`src/rtl/calc_pkg.sv`:
```
// Shared definitions for the calculator entry controller: key codes,
// operation and state encodings, operand width and key decode helpers.
// Optional feature macro: CALC_MULT_EN (enables the MUL key and multiplier).
package calc_pkg;

  localparam int unsigned CALC_W = 16;

  // Key codes carried on key_val; 0x00-0x0F are hex digits.
  localparam logic [4:0] KEY_ADD = 5'h10;
  localparam logic [4:0] KEY_MUL = 5'h11;
  localparam logic [4:0] KEY_AND = 5'h12;
  localparam logic [4:0] KEY_EXE = 5'h13;
  localparam logic [4:0] KEY_SUB = 5'h14;
  localparam logic [4:0] KEY_OR  = 5'h15;
  localparam logic [4:0] KEY_CE  = 5'h16;
  localparam logic [4:0] KEY_CLR = 5'h17;

  typedef enum logic [2:0] {
    OP_ADD = 3'd0,
    OP_SUB = 3'd1,
    OP_MUL = 3'd2,
    OP_AND = 3'd3,
    OP_OR  = 3'd4
  } op_e;

  typedef enum logic [1:0] {
    ST_ENTER_A  = 2'd0,
    ST_ENTER_B  = 2'd1,
    ST_COMPUTE  = 2'd2,
    ST_SHOW_RES = 2'd3
  } state_e;

  // True for keys that select an operation. MUL only counts as an
  // operation key when the multiplier is built in; otherwise it is invalid.
  function automatic logic is_op_key(input logic [4:0] k);
    logic r;
    r = (k == KEY_ADD) || (k == KEY_SUB) || (k == KEY_AND) || (k == KEY_OR);
`ifdef CALC_MULT_EN
    r = r || (k == KEY_MUL);
`endif
    return r;
  endfunction

  // Maps an operation key to its op encoding (only meaningful when is_op_key).
  function automatic op_e key_to_op(input logic [4:0] k);
    op_e r;
    case (k)
      KEY_SUB: r = OP_SUB;
      KEY_MUL: r = OP_MUL;
      KEY_AND: r = OP_AND;
      KEY_OR:  r = OP_OR;
      default: r = OP_ADD;
    endcase
    return r;
  endfunction

endpackage

```
`src/rtl/calc_alu.sv`:
```
// Combinational 16-bit ALU for the calculator: ADD, SUB, AND, OR and,
// when CALC_MULT_EN is defined, MUL. Overflow reports carry, borrow or
// a non-zero upper product half; logic ops never overflow.
module calc_alu
  import calc_pkg::*;
(
  input  logic [CALC_W-1:0] a,
  input  logic [CALC_W-1:0] b,
  input  logic [2:0]        op,
  output logic [CALC_W-1:0] result,
  output logic              overflow
);

  logic [CALC_W:0] w_sum;
  assign w_sum = {1'b0, a} + {1'b0, b};

`ifdef CALC_MULT_EN
  logic [2*CALC_W-1:0] w_prod;
  assign w_prod = a * b;
`endif

  // Select the result and overflow flag for the latched operation.
  always_comb begin
    result   = '0;
    overflow = 1'b0;
    case (op)
      OP_ADD: begin
        result   = w_sum[CALC_W-1:0];
        overflow = w_sum[CALC_W];
      end
      OP_SUB: begin
        result   = a - b;
        overflow = (a < b);
      end
`ifdef CALC_MULT_EN
      OP_MUL: begin
        result   = w_prod[CALC_W-1:0];
        overflow = |w_prod[2*CALC_W-1:CALC_W];
      end
`endif
      OP_AND: result = a & b;
      OP_OR:  result = a | b;
      default: begin
        result   = '0;
        overflow = 1'b0;
      end
    endcase
  end

endmodule

```
`src/rtl/calc_entry_ctrl.sv`:
```
// Calculator key-entry controller: collects operand A, an operation and
// operand B from a key stream, computes through calc_alu, shows the result
// and supports chaining, CE and CLR.
// Optional feature macro: CALC_MULT_EN (MUL key; otherwise 0x11 is invalid).
//
// Key interface: key_valid is a one-cycle strobe with no back-pressure; the
// controller samples key_val on every rising edge where key_valid=1 and
// never stalls the source. Keys that are invalid, or not meaningful in the
// current state (including everything during COMPUTE), are dropped.
module calc_entry_ctrl
  import calc_pkg::*;
(
  input  logic        clk,
  input  logic        rst,
  input  logic        key_valid,
  input  logic [4:0]  key_val,
  output logic        restriction,
  output logic [15:0] display,
  output logic [2:0]  op,
  output logic        busy,
  output logic        result_valid,
  output logic        overflow,
  output logic [1:0]  dbg_state
);

  state_e             r_state;
  logic [CALC_W-1:0]  r_a;
  logic [CALC_W-1:0]  r_b;
  logic [CALC_W-1:0]  r_result;
  logic [2:0]         r_cnt_a;
  logic [2:0]         r_cnt_b;
  op_e                r_op;
  logic               r_overflow;
  logic               r_result_valid;

  logic               w_is_digit;
  logic               w_is_op;
  logic               w_clear;
  logic [3:0]         w_digit;
  logic [CALC_W-1:0]  w_alu_result;
  logic               w_alu_overflow;

  assign w_is_digit = key_valid && (key_val[4] == 1'b0);
  assign w_is_op    = key_valid && is_op_key(key_val);
  assign w_digit    = key_val[3:0];

  // CLR anywhere but COMPUTE, and CE while a result is shown, restart entry.
  assign w_clear = key_valid && (r_state != ST_COMPUTE) &&
                   ((key_val == KEY_CLR) ||
                    ((key_val == KEY_CE) && (r_state == ST_SHOW_RES)));

  calc_alu u_alu (
    .a        (r_a),
    .b        (r_b),
    .op       (r_op),
    .result   (w_alu_result),
    .overflow (w_alu_overflow)
  );

  // Entry FSM and datapath registers; reset and clear share one path.
  always_ff @(posedge clk) begin
    if (rst || w_clear) begin
      r_state        <= ST_ENTER_A;
      r_a            <= '0;
      r_b            <= '0;
      r_result       <= '0;
      r_cnt_a        <= 3'd0;
      r_cnt_b        <= 3'd0;
      r_op           <= OP_ADD;
      r_overflow     <= 1'b0;
      r_result_valid <= 1'b0;
    end else begin
      r_result_valid <= 1'b0;
      case (r_state)
        ST_ENTER_A: begin
          if (w_is_digit) begin
            if (r_cnt_a < 3'd4) begin
              r_a     <= {r_a[11:0], w_digit};
              r_cnt_a <= r_cnt_a + 3'd1;
            end
          end else if (w_is_op) begin
            r_op    <= key_to_op(key_val);
            r_b     <= '0;
            r_cnt_b <= 3'd0;
            r_state <= ST_ENTER_B;
          end else if (key_valid && (key_val == KEY_CE)) begin
            r_a     <= '0;
            r_cnt_a <= 3'd0;
          end
        end
        ST_ENTER_B: begin
          if (w_is_digit) begin
            if (r_cnt_b < 3'd4) begin
              r_b     <= {r_b[11:0], w_digit};
              r_cnt_b <= r_cnt_b + 3'd1;
            end
          end else if (w_is_op) begin
            r_op <= key_to_op(key_val);
          end else if (key_valid && (key_val == KEY_EXE)) begin
            r_state <= ST_COMPUTE;
          end else if (key_valid && (key_val == KEY_CE)) begin
            r_b     <= '0;
            r_cnt_b <= 3'd0;
          end
        end
        ST_COMPUTE: begin
          r_result       <= w_alu_result;
          r_overflow     <= w_alu_overflow;
          r_result_valid <= 1'b1;
          r_state        <= ST_SHOW_RES;
        end
        ST_SHOW_RES: begin
          if (w_is_op) begin
            r_a     <= r_result;
            r_op    <= key_to_op(key_val);
            r_b     <= '0;
            r_cnt_b <= 3'd0;
            r_state <= ST_ENTER_B;
          end
        end
        default: r_state <= ST_ENTER_A;
      endcase
    end
  end

  // Show the operand being entered, otherwise the registered result.
  always_comb begin
    case (r_state)
      ST_ENTER_A: display = r_a;
      ST_ENTER_B: display = r_b;
      default:    display = r_result;
    endcase
  end

  assign restriction  = (r_state == ST_COMPUTE) || (r_state == ST_SHOW_RES);
  assign busy         = (r_state == ST_COMPUTE);
  assign op           = r_op;
  assign result_valid = r_result_valid;
  assign overflow     = r_overflow;
  assign dbg_state    = r_state;

endmodule

```
`config.mk`:
```
export PLATFORM = sky130hd
export DESIGN_NAME = calc_entry_ctrl
export DESIGN_NICKNAME = d
export VERILOG_FILES = /design/src/rtl/calc_pkg.sv /design/src/rtl/calc_alu.sv /design/src/rtl/calc_entry_ctrl.sv
export SDC_FILE = /design/constraint.sdc
export NUM_CORES = 1
export LEC_CHECK = 0
export CAP_MARGIN = 10
export CORE_MARGIN = 3
export CORE_UTILIZATION = 60
export CTS_BUF_LIST = sky130_fd_sc_hd__clkbuf_8
export DETAILED_ROUTE_END_ITERATION = 10
export PLACE_DENSITY = 0.78
export SYNTH_ARGS = -nofsm -noshare
export SYNTH_HDL_FRONTEND = slang
export SYNTH_SLANG_ARGS = --single-unit
```
`constraint.sdc`:
```
create_clock -name clk -period 3.3 [get_ports clk]
set_input_delay 0.66 -clock clk [delete_from_list [all_inputs] [get_ports clk]]
set_output_delay 0.66 -clock clk [all_outputs]
set_load 0.02 [all_outputs]
```
==> Word level (Yosys, flattened, before mapping) <==
Index checks and enable logic that the tools add are counted.
{ "op_classes": {"n_addsub": 4, "order_cmp": 3, "n_eq_ne": 30, "n_mux": 38, "n_bitwise": 3, "reduce_logical": 25} }
{ "ops": {"columns": ["operator", "count"], "rows": [
  ["$mux 16", 11],
  ["$pmux 16 s2", 2],
  ["$pmux 16 s4", 1],
  ["$pmux 16 s3", 1],
  ["$eq 5x5->1 const B", 8],
  ["$mux 3", 12],
  ["$ne 3x3->1 const B", 7],
  ["$add 16x16->17", 1],
  ["$and 16x16->16", 1],
  ["$lt 16x16->1", 1],
  ["$ne 2x2->1 const B", 8],
  ["$or 16x16->16", 1],
  ["$sub 16x16->16", 1],
  ["$pmux 3 s4", 1],
  ["$mux 2", 5],
  ["$pmux 3 s3", 1],
  ["$pmux 2 s4", 1],
  ["$reduce_and 4->1", 2],
  ["$logic_and 1x1->1", 7],
  ["$add 3x1->3 const B", 2],
  ["$logic_or 1x1->1", 6],
  ["$lt 3x3->1 const B", 2],
  ["$pmux 3 s2", 1],
  ["$reduce_and 6->1", 1],
  ["16 further kinds", 19]
]} }
{ "totals": {"register_bits": 61, "in_bits": 8, "out_inout_bits": 25, "elab_cells": 112} }

==> Logic depth before layout (Yosys ltp) <==
Gate-level depths: netlist (run 1).
{ "depth": {"depth_word": 8, "mapped_depth": 11, "ltp_nobuf": 11} }

==> Hierarchy <==
Synthesis (run 1) repeated with hierarchy kept, for this count alone.
{ "unflattened": {"hier_cells": 717, "hier_area_um2": 5466.5} }
{ "modules_own_cells": {"columns": ["module", "instances", "cells_each", "area_per_inst_um2", "seq_area_each_um2"], "rows": [
  ["calc_entry_ctrl", 1, 364, 3100.5, 1221.2],
  ["calc_alu", 1, 353, 2366.0, 0.0]
]} }

==> Least setup slack after synthesis (run 1) <==
No wires, ideal clock.
{ "synth_timing": {"path_kind": "register to register", "startpoint": "register r_a[3]", "endpoint": "register r_result[12]", "setup_ns": 0.117, "t_arrival_ns": 2.577, "t_required_ns": 3.183, "path_slack_ns": 0.606, "stages_incl_launch_ff": 10, "path_buffers": 1, "period_less_slack_ns": 2.694, "cell_sequence": "dfxtp_1 -> inv_1 -> ha_1 -> buf_4 -> nor2_1 -> a221o_1 -> a2111o_1 -> a221o_1 -> a2111o_1 -> a32o_1"} }
{ "synth_between": {"elab_chain_len": 2, "word_cells_on_any_way": 3, "cone_classes": "add/sub: 2; mux: 1"} }
{ "synth_rtl": {"columns": ["element", "line", "text"], "rows": [
  ["start: declaration", "calc_entry_ctrl.sv:27", "logic [CALC_W-1:0] r_a;"],
  ["start signal: assignment", "calc_entry_ctrl.sv:78", "r_a <= {r_a[11:0], w_digit};"],
  ["start signal: assignment", "calc_entry_ctrl.sv:114", "r_a <= r_result;"],
  ["$sub 16x16->16 or $add 16x16->17 (tied branches)", "calc_alu.sv:32, calc_alu.sv:15", null],
  ["$pmux 16 s4 *", "calc_alu.sv:26", "case (op)"],
  ["end signal: assignment", "calc_entry_ctrl.sv:107", "r_result <= w_alu_result;"],
  ["end: declaration", "calc_entry_ctrl.sv:29", "logic [CALC_W-1:0] r_result;"]
]} }
Every way passes the cells marked *; elsewhere a longest branch is shown, timed or not.
A chain may end at the register's enable or synchronous reset.

==> Worst setup path in the final report (run 1) <==
{ "layout_timing": {"startpoint": "register r_state[1] (netlist: dbg_state[1])", "endpoint": "output port display[9]"} }
{ "layout_between": {"elab_chain_len": 2, "word_cells_on_any_way": 3, "cone_classes": "eq/ne: 1; mux: 1; reduce/logical: 1"} }
{ "layout_rtl": {"columns": ["element", "line", "text"], "rows": [
  ["start: declaration", "calc_entry_ctrl.sv:26", "state_e r_state;"],
  ["start signal: assignment", "calc_entry_ctrl.sv:63", "r_state <= ST_ENTER_A;"],
  ["start signal: assignment", "calc_entry_ctrl.sv:85", "r_state <= ST_ENTER_B;"],
  ["start signal: assignment", "calc_entry_ctrl.sv:100", "r_state <= ST_COMPUTE;"],
  ["$eq 2x1->1 or $logic_not 2->1 (tied branches)", "calc_entry_ctrl.sv:128", "case (r_state)"],
  ["$pmux 16 s2 *", "calc_entry_ctrl.sv:128", null],
  ["end: declaration", "calc_entry_ctrl.sv:18", "output logic [15:0] display,"]
]} }
Marked as above.

==> summary.md, run 1 <==
| Metric | Value |
|---|---|
| Status | finished clean |
| Critical path's top delay family | buffers and inverters |
| GRT overflow | 0 |
| Worst R2R Path Depth | 8 |
| CP Launch Type | flop |
| Ys flop type | dfxtp_1 |
| Die Y | around 98 um |
| Area contributors post-synth | dfxtp_1 24%, ha_1 14%, a21oi_1 7.4% |
| WL/cell | ~19 um |
| Layout cells sized above 1 | under 10% |
| Final worst-path cycle share | 96.0% |
| Vias in the first global route | 4961 |
| Largest net degree at the start of global routing | 33 |
| Post-route DRC | 0 |
| Final non-filler cell total | 822 |
| Initial core utilization | approximately 64% |
| Core box area | 7930 um2 |
| Post-synth EDFFs | 0 |
| Most frequent cells in the layout | 94 x nand2_1, 74 x a21oi_1, 63 x nor2_1 |
| CTS root buf | clkbuf_8 |
| Worst skew pair latency | about 0.35 ns |
| Final hold vios | 0 |
| Hold Startpoint | r_cnt_b[1] |
| Synth warn | 0 |
| Die W | 97.7 um |
| Gate power share | ~27% |
| Class of the worst hold path | reg2reg |
| Antenna viol nets, final | 0 |
| Die area | 9540 um2 |
| Inst Count DP | 807 |
| H-tree lvl count | 3 |
| Cell taking the most area after synthesis | dfxtp_1 |
| Std cell rows | 32 |
| Post-Syn Area per Cell | 7.24 um2 |
| Detailed Route Iter0 Violations | 515 |
| Cell Area, Synth | 5040 um2 |
| Nets@finish | around 800 |
| Fill cell count | 676 |
| Crit-path max cell delay | 0.61 ns |
| Tot GR Track Use | 33.3% |
| Io pins | 33 |
| Vias/cell | roughly 6.4 |
| Total CTS buffers | 9 |
| # resized after CTS | 0 |
| Minimum clock period | 3.17 ns |
| Vias | around 5300 |
| Sequential area share after synthesis | 24.2% |
| Max Root-Sink Buffers | 2 |
| CP max-delay cell | clkdlybuf4s50_1 |
| Power Internal | between 1000 and 1500 uW |
| Slew margin rel. | 41.0% |
| P_sw | 628 uW |
| Max Cap Viol | 0 |
| Final Slew Violations | 0 |
| CTS tree | built |
| Syn Nets | between 700 and 800 |
| Total wire length | 15.9 mm |
| Worst Hold End | r_cnt_b[1] |
| Syn Inst Count | 696 |
| Pwr per Cell Area | 330 nW/um2 |
| Achievable Freq | around 320 MHz |
| CP most frequent cell | nand2_1 |
| Worst-margin pin slew | 0.884 ns |
| Worst Hold Depth | 2 |
| Storage cell area | roughly 1200 um2 |
| IO Port Bufs | 32 |
| Global-route wire length before repair | 25.7 mm |
| Data arrival time of the worst path | 2.51 ns |
| Area grow syn2layout | 12.6% |
| Setup bufs post-CTS | 0 |
| Multi-input gate area in the final layout | about 3500 um2 |
| Placer Congestion | about 0.97 |
| Pre-antenna DRT Iters | 6 |
| Final HPWL from detailed placement | 11.8 mm |
| CP Capture Type | output pin |
| Cell Chain, Critical Path | inv_1 > ha_1 > nor2_1 > buf_4 > nand2_1 > nand2_1 > clkdlybuf4s50_1 |
| Clock Skews | 0.00713 ns |
| Async set-reset flop share out of synthesis | 0% |
| Sw Share | 33.6% |
| Antenna violations before repair | 0 |
| Crit path buf inv count | 3 |
| Top-area cell type share of the netlist area | between 20 and 25% |
| Worst Path Required | 2.64 ns |
| Hold_buf cts | 0 |
| Distinct cells, synth | 57 |
| Setup-failing EPs final | 0 |
| WS Path Type | reg2out |
| FF+latch count, synth | 61 |
| LEAKAGE | 0.00214 uW |
| CTS Sinks | 61 |
| Origin of the critical flop-to-flop path | r_a[3] |
| R2R setup slack | approximately 0.31 ns |
| Commonest non-fill, non-tap cell in the layout | nand2_1 |
| RSZ-0062 raised after global routing | no |
| Clk pwr share | 31.3% |
| Fin Setup TNS | 0 ns |
| N_diodes | 0 |
| Clk slew on worst S/H paths | 0.07 ns |
| Sequential share of power | 41.9% |
| RR Endpoint | r_result[12] |
| Critical Path Fanout Max | 12 |
| Worst VDD drop | 0.344 mV |
state kept, by name, indices dropped and copies added (netlist names):
signal,count
overflow,1
dbg_state,2
r_a,16
r_b,16
op,3
r_cnt_b,3
result_valid,1
r_result,16
r_cnt_a,3
worst min-delay path: stages, from the launching register on:
cell     delay [ns]
dfxtp_1        0.32
nand2_1        0.05
a21oi_1        0.05
through the flow:
stage	power [uW]	cell area [um2]	hold slack [ns]	util [%]	worst slack, ns
2_1_floorplan	1130	5040	0.436	-	0.606
3_3_place_gp	1280	5510	0.444	69.5	0.394
3_5_place_dp	1290	5510	0.468	69.5	0.354
4_1_cts	1860	5680	0.478	71.6	0.130
5_1_grt	1950	5680	0.508	71.6	0.0131
6_report	1870	5680	0.472	71.6	0.130
routing by layer:
metal  track usage [%]  wire length [um]  part of all wire, %  up-vias
li1                  -                 -                    -     2495
met1              45.5              6860                   43     2459
met2              52.5              7170                   45      278
met3              6.46              1430                  9.0       49
met4              11.2               488                  3.1        0
met5                 0                 0                    0        -
layout make-up:
type	instances	share of cell area (%)
multi-input cells	541	61.3
flip-flops and latches	61	21.5
repair buffers	55	8.90
inverters	48	3.17
clock buffers	10	2.42
well taps	102	2.25
clock inverters	5	0.485
power groups by stage:
stage	clock network, uW	logic [uW]	registers [uW]
2_1_floorplan	0	342	792
3_3_place_gp	0	483	797
3_5_place_dp	0	490	799
5_1_grt	620	547	786
4_1_cts	584	494	782
6_report	585	502	784
logic make-up (layout without fill, tap and decap cells):
logic type,Yosys count,after routing,synth area share [%]
buf+inv,94,118,7.10
mux,5,5,0.993
flops,61,61,24.2
compound gates,220,220,28.9
simple gates,240,240,20.9
xor+xnor,17,17,2.95
fa+ha+maj,59,59,14.9
synthesized netlist by cell type, drive strengths merged, types with 3 or more instances:
master and n:
dfxtp 61, o21bai 7, a211o 4, a21oi 75, a22oi 18, nand2b 9
and2 3, a21o 3, o211ai 5, nor2 63, xnor2 14, clkbuf 44
a2111oi 3, o221ai 5, nor2b 9, nand3 22, mux2i 5, a221o 5
or3 4, ha 57, nand4 3, a211oi 27, nor4 3, a221oi 4
inv 47, a31oi 4, o31ai 8, o21ai 29, xor2 3, nor3 24
nand2 94, o21a 5
how the worst max path moves through the flow:
| stage | from | end | slack, ns | cells after the start |
|---|---|---|---|---|
| floorplan | r_a[3] | r_result[12] | 0.61 | 9 |
| global placement | key_val[3] | r_a[3] | 0.39 | 10 |
| finish | dbg_state[1] | display[9] | 0.13 | 7 |
| global route | dbg_state[1] | display[13] | 0.01 | 7 |
| detailed placement | key_val[3] | r_a[6] | 0.35 | 10 |
| CTS | dbg_state[1] | display[12] | 0.13 | 7 |
Note: power is estimated with default switching activity, not from simulation.
==> inputs of run 2 (changes only) <==
CORE_UTILIZATION = 56   (was 60)
PLACE_DENSITY = 0.76   (was 0.78)
clock period = 2.7 ns   (was 3.3 ns; I/O delays follow)
==> run 2 against run 1 <==
The run now ends with negative setup slack left. Sequential cell count stayed put. Total power is 36% higher. Cell count is 8.4% higher. Non-clock buffer count is 65 higher. Critical path depth is 1 higher. Via count is 7.1% higher. Clock-buffer cell count is 2 higher. Clock power is 50% higher. Critical path type is now reg2reg. Sequential power is 20% higher. Die area is 6.7% higher. Combinational power is 45% higher.
==> summary.md, run 2 (synthesis results as in run 1) <==
| Metric | Value |
|---|---|
| Status | finished with violations |
| Failing checks | negative setup slack |
| Worst VDD drop | 0.397 mV (+16%) |
| Final HPWL from detailed placement | 12.7 mm (+7.8%) |
| CP Capture Type | flop |
| Initial core utilization | 59.6% (-4.0 points) |
| Vias | 5657 (+7.1%) |
| Final worst-path cycle share | 101% |
| Io pins | 33 (unchanged) |
| Gate power share | 28.6% (+1.8 points) |
| Vias/cell | 6.35 (-1.2%) |
| CP Launch Type | flop |
| Data arrival time of the worst path | 2.97 ns (+0.46 ns) |
| Setup-failing EPs final | 2 (+2) |
| CTS tree | built |
| Core box area | 8460 um2 (+6.8%) |
| Global-route wire length before repair | 27.5 mm (+7.2%) |
| Post-placement setup slack | -0.126 ns (-0.480 ns) |
| Die W | 101 um (+3.3%) |
| Max Cap Viol | 0 (unchanged) |
| Power Internal | 1740 uW (+40%) |
| Final hold vios | 0 (unchanged) |
| Regs by FF count | r_a (16), r_b (16), r_result (16) |
| Worst Hold Depth | 2 (unchanged) |
| Max Root-Sink Buffers | 2 (unchanged) |
| Clk pwr share | 34.4% (+3.1 points) |
| Most frequent cells in the layout | 94 x nand2_1, 85 x buf_4, 72 x a21oi_1 |
| Pre-antenna DRT Iters | 5 (-1) |
| Placer Congestion | 0.955 (-1.0%) |
| GRT overflow | 0 (unchanged) |
| Die area | 10200 um2 (+6.7%) |
| Class of the worst hold path | reg2reg |
| Critical Path Fanout Max | 4 (-8) |
| H-tree lvl count | 3 (unchanged) |
| Hold slack | 0.458 ns (-0.0144 ns) |
| N_diodes | 0 (unchanged) |
| Fin Setup TNS | -0.0387 ns (-0.0387 ns) |
| Std cell rows | 33 (+3.1%) |
| Post-route DRC | 0 (unchanged) |
| Nets@finish | 848 (+8.3%) |
| Clk slew on worst S/H paths | 0.07 ns (about the same) |
| Tot GR Track Use | 34.0% (+0.77 points) |
| IO Port Bufs | 32 (unchanged) |
| RSZ-0062 raised after global routing | yes |
| Worst R2R Path Depth | 8 (unchanged) |
| Die Y | 101 um (+3.3%) |
| Pwr per Cell Area | 397 nW/um2 (+21%) |
| Worst-margin pin slew | 0.887 ns (+0.00362 ns) |
| Layout cells sized above 1 | 18.2% (+12 points) |
| Achievable Freq | ~370 MHz |
| CTS root buf | clkbuf_8 |
| Area grow syn2layout | 27.2% |
| Largest net degree at the start of global routing | 39 (+18%) |
| LEAKAGE | 0.00263 uW (+22%) |
| CTS Sinks | 61 (unchanged) |
| Antenna viol nets, final | 0 (unchanged) |
| WL/cell | 19.3 um (-0.48%) |
| Minimum clock period | 2.74 ns |
| P_sw | 813 uW (+29%) |
| Total wire length | 17.2 mm (+7.9%) |
| Worst Path Required | 2.94 ns (+0.30 ns) |
| Commonest non-fill, non-tap cell in the layout | nand2_1 |
| Antenna violations before repair | 0 (unchanged) |
| Final core utilization | 75.8% (+4.1 points) |
| Worst skew pair latency | 0.35 ns (about the same) |
| Slew margin rel. | 40.8% (-0.20 points) |
| Sequential share of power | 37.0% (-4.9 points) |
| Detailed Route Iter0 Violations | 463 (-10%) |
| Final Slew Violations | 0 (unchanged) |
| Vias in the first global route | 5528 (+11%) |
| Setup ws final | -0.0365 ns (-0.167 ns) |
| Total CTS buffers | 9 (unchanged) |
| Clock Skews | 0.0107 ns (+0.00357 ns) |
| WS Path Type | reg2reg |
| Sw Share | 31.9% (-1.7 points) |
-- run 2: cell count changes in the layout (fill, tap and decap cells not counted), sizes merged --
cell / delta
bufinv: +1
buf: +64
inv: +1
clkinv: -3
dlygate4sd2: +11
dlymetal6s2s: +5
clkdlybuf4s50: -16
clkbuf: +3
-- run 2: repair_timing --
action,in CTS,in global routing
setup buffers,1,4
setup endpoints to repair,21,14
gates resized for setup,29,32
pin swaps,11,19
hold buffers,0,0
-- run 2: critical path, cell delays in order, from the launching register on --
cell and delay [ns]:
dfxtp_4 0.39, ha_4 0.14, fa_2 0.21, o21bai_1 0.09, a221o_1 0.35, a2111o_1 0.43, a221o_1 0.37, a2111o_1 0.43
a32o_1 0.22
-- run 2: power by group through the flow --
stage	sequential (uW)	clock, uW	combinational, uW
floorplan	968	0	418
global placement	961	0	677
CTS	943	876	699
detailed placement	963	0	688
finish	944	877	728
global route	946	929	785
-- run 2: through the flow --
step	instances	total power, uW	cell area, um2
after floorplan	696	1390	5040
after global placement	869	1640	5960
after detailed placement	869	1650	5960
after CTS	886	2520	6230
after global routing	891	2660	6410
final	891	2550	6410
-- run 2: final cells by class --
cell class              count  area [um2]
multi-input cells         541        3660
fillers                   661        2050
flip-flops and latches     61        1230
repair buffers            120         993
inverters                  48         180
clock buffers              12         165
well taps                 105         131
clock inverters             4        46.3
-- run 2: routing by layer --
| layer | global-route usage [%] | vias to the layer above | part of all wire (%) |
|---|---|---|---|
| met5 | 0 | - | 0 |
| met4 | 16.2 | 0 | 4.3 |
| met3 | 6.02 | 70 | 8.5 |
| met2 | 53.5 | 316 | 45 |
| met1 | 45.1 | 2631 | 42 |
| li1 | - | 2640 | - |
-- run 2: final timing paths --
path                   start      endpoint  slack (ns)
setup / recovery      r_b[0]  r_result[12]       -0.04
hold reg to reg   r_cnt_b[1]    r_cnt_b[1]        0.46
setup reg to reg      r_b[0]  r_result[12]       -0.04
hold / removal    r_cnt_b[1]    r_cnt_b[1]        0.46
